[src/rtl/port_pkg.sv]
// Shared types and constants for the two-requester port arbiter.
package port_pkg;

  localparam int PORT_DATA_W = 16;

  // Requester identifiers, also used as the round-robin pointer encoding.
  localparam logic REQ_A = 1'b0;
  localparam logic REQ_B = 1'b1;

  typedef enum logic [1:0] {
    IDLE    = 2'd0,
    ACCESS  = 2'd1,
    CAPTURE = 2'd2,
    ACK     = 2'd3
  } state_t;

  // Two-way round-robin pick: on a tie the pointer decides, otherwise the lone requester wins.
  function automatic logic rr_pick(input logic a_req, input logic b_req, input logic ptr);
    logic id;
    if (a_req && b_req) begin
      id = ptr;
    end else if (b_req) begin
      id = REQ_B;
    end else begin
      id = REQ_A;
    end
    return id;
  endfunction

endpackage

[src/rtl/port_rr_arb.sv]
// Two-way round-robin grant with the preference pointer register.
module port_rr_arb
  import port_pkg::*;
(
  input  logic clk,
  input  logic rstb,
  input  logic a_req,
  input  logic b_req,
  input  logic take,
  output logic grant_valid,
  output logic grant_id
);

  // Requester that wins the next tie; always the one not granted last.
  logic ptr;

  assign grant_valid = a_req | b_req;
  assign grant_id    = rr_pick(a_req, b_req, ptr);

  always_ff @(posedge clk) begin
    if (!rstb) begin
      ptr <= REQ_A;
    end else if (take && grant_valid) begin
      ptr <= ~grant_id;
    end
  end

endmodule

[src/rtl/port_arbiter.sv]
// Arbitrates two four-phase requesters onto NPORTS 16-bit ports.
// Optional macro PORT_ARBITER_ADDR_CHECK_EN reports out-of-range addresses through err.
module port_arbiter
  import port_pkg::*;
#(
  parameter int NPORTS = 8,
  parameter int ADDR_W = 4
) (
  input  logic                          clk,
  input  logic                          rstb,
  input  logic                          a_req,
  input  logic                          a_we,
  input  logic [ADDR_W-1:0]             a_addr,
  input  logic [PORT_DATA_W-1:0]        a_wdata,
  output logic                          a_ack,
  output logic [PORT_DATA_W-1:0]        a_rdata,
  output logic                          a_err,
  input  logic                          b_req,
  input  logic                          b_we,
  input  logic [ADDR_W-1:0]             b_addr,
  input  logic [PORT_DATA_W-1:0]        b_wdata,
  output logic                          b_ack,
  output logic [PORT_DATA_W-1:0]        b_rdata,
  output logic                          b_err,
  output logic [NPORTS-1:0]             port_read,
  output logic [NPORTS-1:0]             port_write,
  output logic [PORT_DATA_W-1:0]        port_wdata,
  input  logic [PORT_DATA_W*NPORTS-1:0] port_rdata,
  output state_t                        fsm_state
);

  localparam logic [ADDR_W:0] NPORTS_W = (ADDR_W + 1)'(NPORTS);

  state_t                  state;
  logic                    gnt_q;
  logic                    we_q;
  logic [ADDR_W-1:0]       addr_q;
  logic                    in_range_q;

  logic                    grant_valid;
  logic                    grant_id;
  logic                    take;
  logic                    g_we;
  logic [ADDR_W-1:0]       g_addr;
  logic [PORT_DATA_W-1:0]  g_wdata;
  logic                    g_in_range;
  logic [NPORTS-1:0]       g_dec;
  logic [PORT_DATA_W-1:0]  sel_rdata;
  logic [PORT_DATA_W-1:0]  cap_rdata;
  logic                    cap_err;
  logic                    cur_req;

  assign fsm_state = state;
  assign take      = (state == IDLE);

  port_rr_arb u_rr (
    .clk         (clk),
    .rstb        (rstb),
    .a_req       (a_req),
    .b_req       (b_req),
    .take        (take),
    .grant_valid (grant_valid),
    .grant_id    (grant_id)
  );

  assign g_we       = (grant_id == REQ_B) ? b_we    : a_we;
  assign g_addr     = (grant_id == REQ_B) ? b_addr  : a_addr;
  assign g_wdata    = (grant_id == REQ_B) ? b_wdata : a_wdata;
  assign g_in_range = ({1'b0, g_addr} < NPORTS_W);

  // An out-of-range address matches no decode bit, so it never strobes a port.
  always_comb begin
    g_dec = '0;
    for (int k = 0; k < NPORTS; k++) begin
      g_dec[k] = (g_addr == ADDR_W'(k));
    end
  end

  always_comb begin
    sel_rdata = '0;
    for (int k = 0; k < NPORTS; k++) begin
      if (addr_q == ADDR_W'(k)) begin
        sel_rdata = port_rdata[PORT_DATA_W*k +: PORT_DATA_W];
      end
    end
  end

  assign cap_rdata = (we_q || !in_range_q) ? '0 : sel_rdata;

`ifdef PORT_ARBITER_ADDR_CHECK_EN
  assign cap_err = !in_range_q;
`else
  assign cap_err = 1'b0;
`endif

  assign cur_req = (gnt_q == REQ_B) ? b_req : a_req;

  always_ff @(posedge clk) begin
    if (!rstb) begin
      state      <= IDLE;
      gnt_q      <= REQ_A;
      we_q       <= 1'b0;
      addr_q     <= '0;
      in_range_q <= 1'b0;
      port_read  <= '0;
      port_write <= '0;
      port_wdata <= '0;
      a_ack      <= 1'b0;
      a_rdata    <= '0;
      a_err      <= 1'b0;
      b_ack      <= 1'b0;
      b_rdata    <= '0;
      b_err      <= 1'b0;
    end else begin
      case (state)
        IDLE: begin
          if (grant_valid) begin
            gnt_q      <= grant_id;
            we_q       <= g_we;
            addr_q     <= g_addr;
            in_range_q <= g_in_range;
            port_write <= g_we ? g_dec : '0;
            port_read  <= g_we ? '0 : g_dec;
            port_wdata <= g_wdata;
            state      <= ACCESS;
          end
        end
        ACCESS: begin
          port_read  <= '0;
          port_write <= '0;
          port_wdata <= '0;
          state      <= CAPTURE;
        end
        CAPTURE: begin
          // Ports are sampled here, one cycle after the strobe, giving them a full cycle to respond.
          if (gnt_q == REQ_B) begin
            b_ack   <= 1'b1;
            b_rdata <= cap_rdata;
            b_err   <= cap_err;
          end else begin
            a_ack   <= 1'b1;
            a_rdata <= cap_rdata;
            a_err   <= cap_err;
          end
          state <= ACK;
        end
        ACK: begin
          if (!cur_req) begin
            a_ack   <= 1'b0;
            a_rdata <= '0;
            a_err   <= 1'b0;
            b_ack   <= 1'b0;
            b_rdata <= '0;
            b_err   <= 1'b0;
            state   <= IDLE;
          end
        end
        default: state <= IDLE;
      endcase
    end
  end

endmodule

[config.mk]
export PLATFORM = sky130hd
export DESIGN_NAME = port_arbiter
export DESIGN_NICKNAME = d
export VERILOG_FILES = /design/src/rtl/port_pkg.sv /design/src/rtl/port_rr_arb.sv /design/src/rtl/port_arbiter.sv
export SDC_FILE = /design/constraint.sdc
export NUM_CORES = 1
export LEC_CHECK = 0
export CORE_MARGIN = 2
export CORE_UTILIZATION = 43
export DETAILED_ROUTE_END_ITERATION = 16
export PLACE_DENSITY = 0.87
export SLEW_MARGIN = 20
export SYNTH_ARGS = -nofsm -noshare
export SYNTH_HDL_FRONTEND = slang
export SYNTH_SLANG_ARGS = --single-unit
export TNS_END_PERCENT = 50
[constraint.sdc]
create_clock -name clk -period 3.5 [get_ports clk]
set_input_delay 0.35 -clock clk [delete_from_list [all_inputs] [get_ports clk]]
set_output_delay 0.35 -clock clk [all_outputs]
set_load 0.01 [all_outputs]
======== Word-level counts from Yosys, hierarchy flattened ========
Cells that the tools add are included.
W data, S select, Z words.
cells by class
  $lt $le $gt $ge ......................... 1
  equality and inequality tests ........... 21
  multiplexer cells ....................... 40
  bitwise logic cells ..................... 2
  reduce and logical (&&, ||, !) cells .... 14
operators with widths
  cell                  count
  $mux W16              14
  $pmux W16 S2          3
  $eq A4 B3 Y1 const B  8
  $mux W8               4
  $pmux W8 S2           2
  $eq A4 B2 Y1 const B  4
  $mux W1               9
  $eq A4 B1 Y1 const B  2
  $logic_not A4 Y1      2
  $ne A2 B2 Y1 const B  4
  $pmux W1 S2           4
  $pmux W2 S4           1
  $reduce_and A2 Y1     3
  $reduce_and A3 Y1     2
  $eq A2 B2 Y1 const B  2
  $lt A4 B4 Y1 const B  1
  $mux W2               2
  $mux W4               1
  $reduce_bool A2 Y1    2
  $eq A2 B1 Y1 const B  1
  $logic_and A1 B1 Y1   2
  $logic_not A2 Y1      1
  $logic_not A1 Y1      1
  $logic_or A1 B1 Y1    1
  other kinds (2)       2
word-level totals
  register bits ........................... 78
  bits of input ports ..................... 174
  output and inout bits ................... 70
  logic and storage cells ................. 93

======== Depth between registers and ports, before layout ========
  word-level depth ........................ 12
  mapped depth ............................ 9

======== By module ========
A second synthesis with hierarchy kept.
second synthesis, totals
  cell total of the unflattened synthesis .. 570
  area, all modules ....................... 4515.6 um2
by module, submodules not included
  module        instances  cells each  area each (um2)
  port_arbiter  1          563         4455.5
  port_rr_arb   1          7           60.1

======== Worst setup path before layout ========
Ideal clock, no wire load.
  kind .................................... reg-to-reg
  from .................................... register state[0] (netlist: fsm_state[0])
  to ...................................... register a_rdata[11]
  data arrival time ....................... 1.714 ns
  data required time ...................... 3.383 ns
  setup slack ............................. 1.668 ns
  stages on the path, launching flop included .. 9
  clock period less this slack ............ 1.832 ns
  cells stage by stage .................... dfxtp_1 -> inv_1 -> ha_1 -> nor2b_1 -> nand2b_1 -> and3_1 -> buf_2 -> buf_2 -> a32o_1
on the way
  longest elaborated chain between the ends .. 3
  elaborated cells on any way between the ends .. 7
ends and longest elaborated chain
  item                                                                 line                 source
  start, declared                                                      port_arbiter.sv:34   state_t state;
  start signal, assigned                                               port_arbiter.sv:100  state <= IDLE;
  start signal, assigned                                               port_arbiter.sv:125  state <= ACCESS;
  start signal, assigned                                               port_arbiter.sv:132  state <= CAPTURE;
  $eq A2 B2 Y1                                                         port_arbiter.sv:115  case (state)
  $ne A2 B2 Y1 (no line) / $reduce_bool A2 Y1 (equally long branches)  --
  $reduce_and A3 Y1 (no line)                                          --
  end signal, assigned                                                 port_arbiter.sv:142  a_rdata <= cap_rdata;
  end, declared                                                        port_arbiter.sv:16   output logic [PORT_DATA_W-1:0] a_rdata,
Several ways; a longest one is shown, not always the timed one.
A chain may end at the register's enable or synchronous reset.

======== Final worst setup path ========
  from .................................... register state[1] (netlist: fsm_state[1])
  to ...................................... register port_write[3]
on the way
  longest elaborated chain between the ends .. 3
  elaborated cells on any way between the ends .. 6
ends and longest elaborated chain
  item                                                                 line                 source
  $logic_not A2 Y1 / $eq A2 B1 Y1 (equally long branches)              port_arbiter.sv:115
  $ne A2 B2 Y1 (no line) / $reduce_bool A2 Y1 (equally long branches)  --
  $reduce_and A2 Y1 (no line)                                          --
  end signal, assigned                                                 port_arbiter.sv:122  port_write <= g_we ? g_dec : '0;
  end, declared                                                        port_arbiter.sv:26   output logic [NPORTS-1:0] port_write,
Several ways; a longest one is shown, not always the timed one.

==> flow_summary.yaml <==
status:
  status: "finished, final reports clean"
placed_design:
  place.detailed.hpwl_um: 11900
  placed_cells: 868
  port_buffers: 241
  dp_slack_ps: 849
  placed_cell_area_sq_um: 6920
  gp_congestion: 0.900
global_route:
  grt_use_total: 0.267
  grt_first_pass_wirelength_um: 24600
  grt_overflow_total: 0
  grt_max_degree: 49
  first_global_vias: 4801
  antenna_found_initial: 0
clock_tree:
  path_clk_slew_ps: 90
  numCtsBuffers: 9
  htreeDepth: 3
  cts_root_buf: "clkbuf_8"
  insertion_delay_ps: 350
  cts_setup_buffers: 0
  clockBufferDepth: 2
  holdBufCountCts: 0
  clkSinkCount: 76
  cts-resized-gates: 0
  cts_tree: "done"
critical_path:
  crit_buf_inv: 1
  crit_family: "compound AO/OA/AOI/OAI gates"
  worst_ep_required_time_ps: 3780
  worst-path-max-fanout: 17
  crit_path_max_incr_delay_ps: 590
  critPathSlowestCell: "a211oi_4"
  end_kind: "flip-flop"
  critPathArrivalTime_ps: 2640
  crit_type: "flip-flop to flip-flop"
  path_cells: "inv_1 -> ha_1 -> o21a_1 -> nand2b_4 -> a211oi_4 -> nand4_1 -> a21boi_1"
  start_kind: "flip-flop"
final_layout:
  drive_above_1_share: 0.0535
  n_antenna_cell: 0
  post-route-util: 0.694
  layout_commonest_cell: "clkdlybuf4s50_1"
  fillCellCount: 792
  nets: 921
  fin_cells: 884
  regArea_sq_um: 1520
  syn2layout_area_growth_pct: 57.7
  final_cell_area_sq_um: 7130
  layout_common_cells: "clkdlybuf4s50_1 (241), dfxtp_1 (74), nand2_1 (58), mux2i_1 (52), o21ai_0 (42)"
  multi_input_area_sq_um: 2750
detailed_routing:
  via_per_inst: 5.55
  drt-met1-wl_um: 6270
  drt-pass1-iter-count: 5
  wl_met2_um: 7700
  ant_nets: 0
  vias: 4904
  dr.first_iter.drc_count: 247
  top_layer_used: "met4"
  drc: 0
  drt_wl_total_um: 15500
  met3_length_um: 1360
  wl_per_cell_um: 17.6
timing:
  max_slew_margin: 0.407
  whs_ps: 455
  tns_ps: 0
  hold_viol_final: 0
  tightest_slew_ps: 884
  rsz0062_at_grt: "no"
  fmax_ghz: 0.424
  finalSetupViolations: 0
  fin_crit_sh: 0.675
  finalMaxSlewViolations: 0
  clock-skew-final_ps: 15.3
  setup_slack_ps: 1140
  min_period_ps: 2360
synthesis:
  synth-seq-cells: 76
  synthTopCellsByArea: "dfxtp_1 (34%), mux2i_1 (12%), nand2_1 (4.8%)"
  synth_top_cell_by_area: "dfxtp_1"
  synthesis.area_sq_um: 4520
  seq_area_frac_synth: 0.337
  ys_warn_count: 0
  synth_top_area_frac: 0.337
  avgSynthCellArea_sq_um: 8.55
  syn_inst: 529
  synth_cell_types: 51
pwr:
  peakVddDrop_mv: 0.332
  p_leak_nw: 2.63
  power_density_nw_per_um2: 523
  total_power_mw: 3.73
die:
  start_util: 0.440
  dieHeight_um: 107
  die_w_um: 107
  io_pins: 244
  core_area_sq_um: 10300
  die_area_sq_um: 11300
  core.rowCount: 37
run:
  maxCapViolCount: 0
min_path:
  min_path_type: "flip-flop to flip-flop"
[tightest hold or removal path, stage by stage, from the launching register on]
cell	delay (ps)
dfxtp_1	320
nand2_1	50
a21boi_1	50
[state kept, by name, summed over array words and instances (netlist names), 2 cells and up]
name,count
addr_q,4
a_rdata,16
port_wdata,16
port_read,8
b_rdata,16
port_write,8
fsm_state,2
[synth_stat cells (all sizes together)]
cell and instances:
or3 2, a22oi 5, or3b 3, conb 1
and3 5, mux2i 54, nand2b 9, a21boi 19
nor3b 1, o21ai 47, a21oi 19, mux2 3
a2bb2oi 1, nor2b 5, a32o 18, ha 4
a22o 14, a211o 1, nor2 30, nand3 3
dfxtp 76, o21a 19, buf 27, o22ai 19
o2111a 1, a211oi 7, o31a 1, o31ai 3
clkbuf 18, and2 20, nand2 59, o211a 8
nand4b 3, o211ai 1, inv 6, nand4 17
[cell type report]
class | count | area share
Timing Repair Buffer | 247 | 0.345
Sequential cell | 76 | 0.214
Multi-Input combinational cell | 403 | 0.386
Tap cell | 136 | 0.0239
Clock buffer | 9 | 0.0174
Clock inverter | 7 | 0.0114
Inverter | 6 | 0.00316
[worst paths after layout]
check	start	endpoint	slack [ps]	cells past startpoint
setup / recovery	fsm_state[1]$_SDFFE_PN0P_	port_write[3]$_SDFFE_PN0P_	1140	7
hold / removal	port_write[2]$_SDFFE_PN0P_	port_write[2]$_SDFFE_PN0P_	460	2
setup reg to reg	fsm_state[1]$_SDFFE_PN0P_	port_write[3]$_SDFFE_PN0P_	1140	7
hold reg to reg	port_write[2]$_SDFFE_PN0P_	port_write[2]$_SDFFE_PN0P_	460	2
[metal layers]
metal  vias to the layer above  track usage
li1                       2371            -
met4                         0       0.0547
met5                         -            0
met1                      2279        0.326
met3                        15       0.0687
met2                       239        0.473
[kinds of logic after synthesis]
family / synth area share
and+or+nand+nor: 0.174
muxes: 0.131
DFF: 0.337
buffers and inverters: 0.0578
adders and majority gates: 0.0111
AOI/OAI and AO/OA: 0.290
other: 0.000830
[power breakdown]
group	internal [mW]	switching, mW
sequential	0.982	0.149
combinational	0.867	1.03
clock	0.339	0.356
Note: power is estimated with default switching activity, not from simulation.
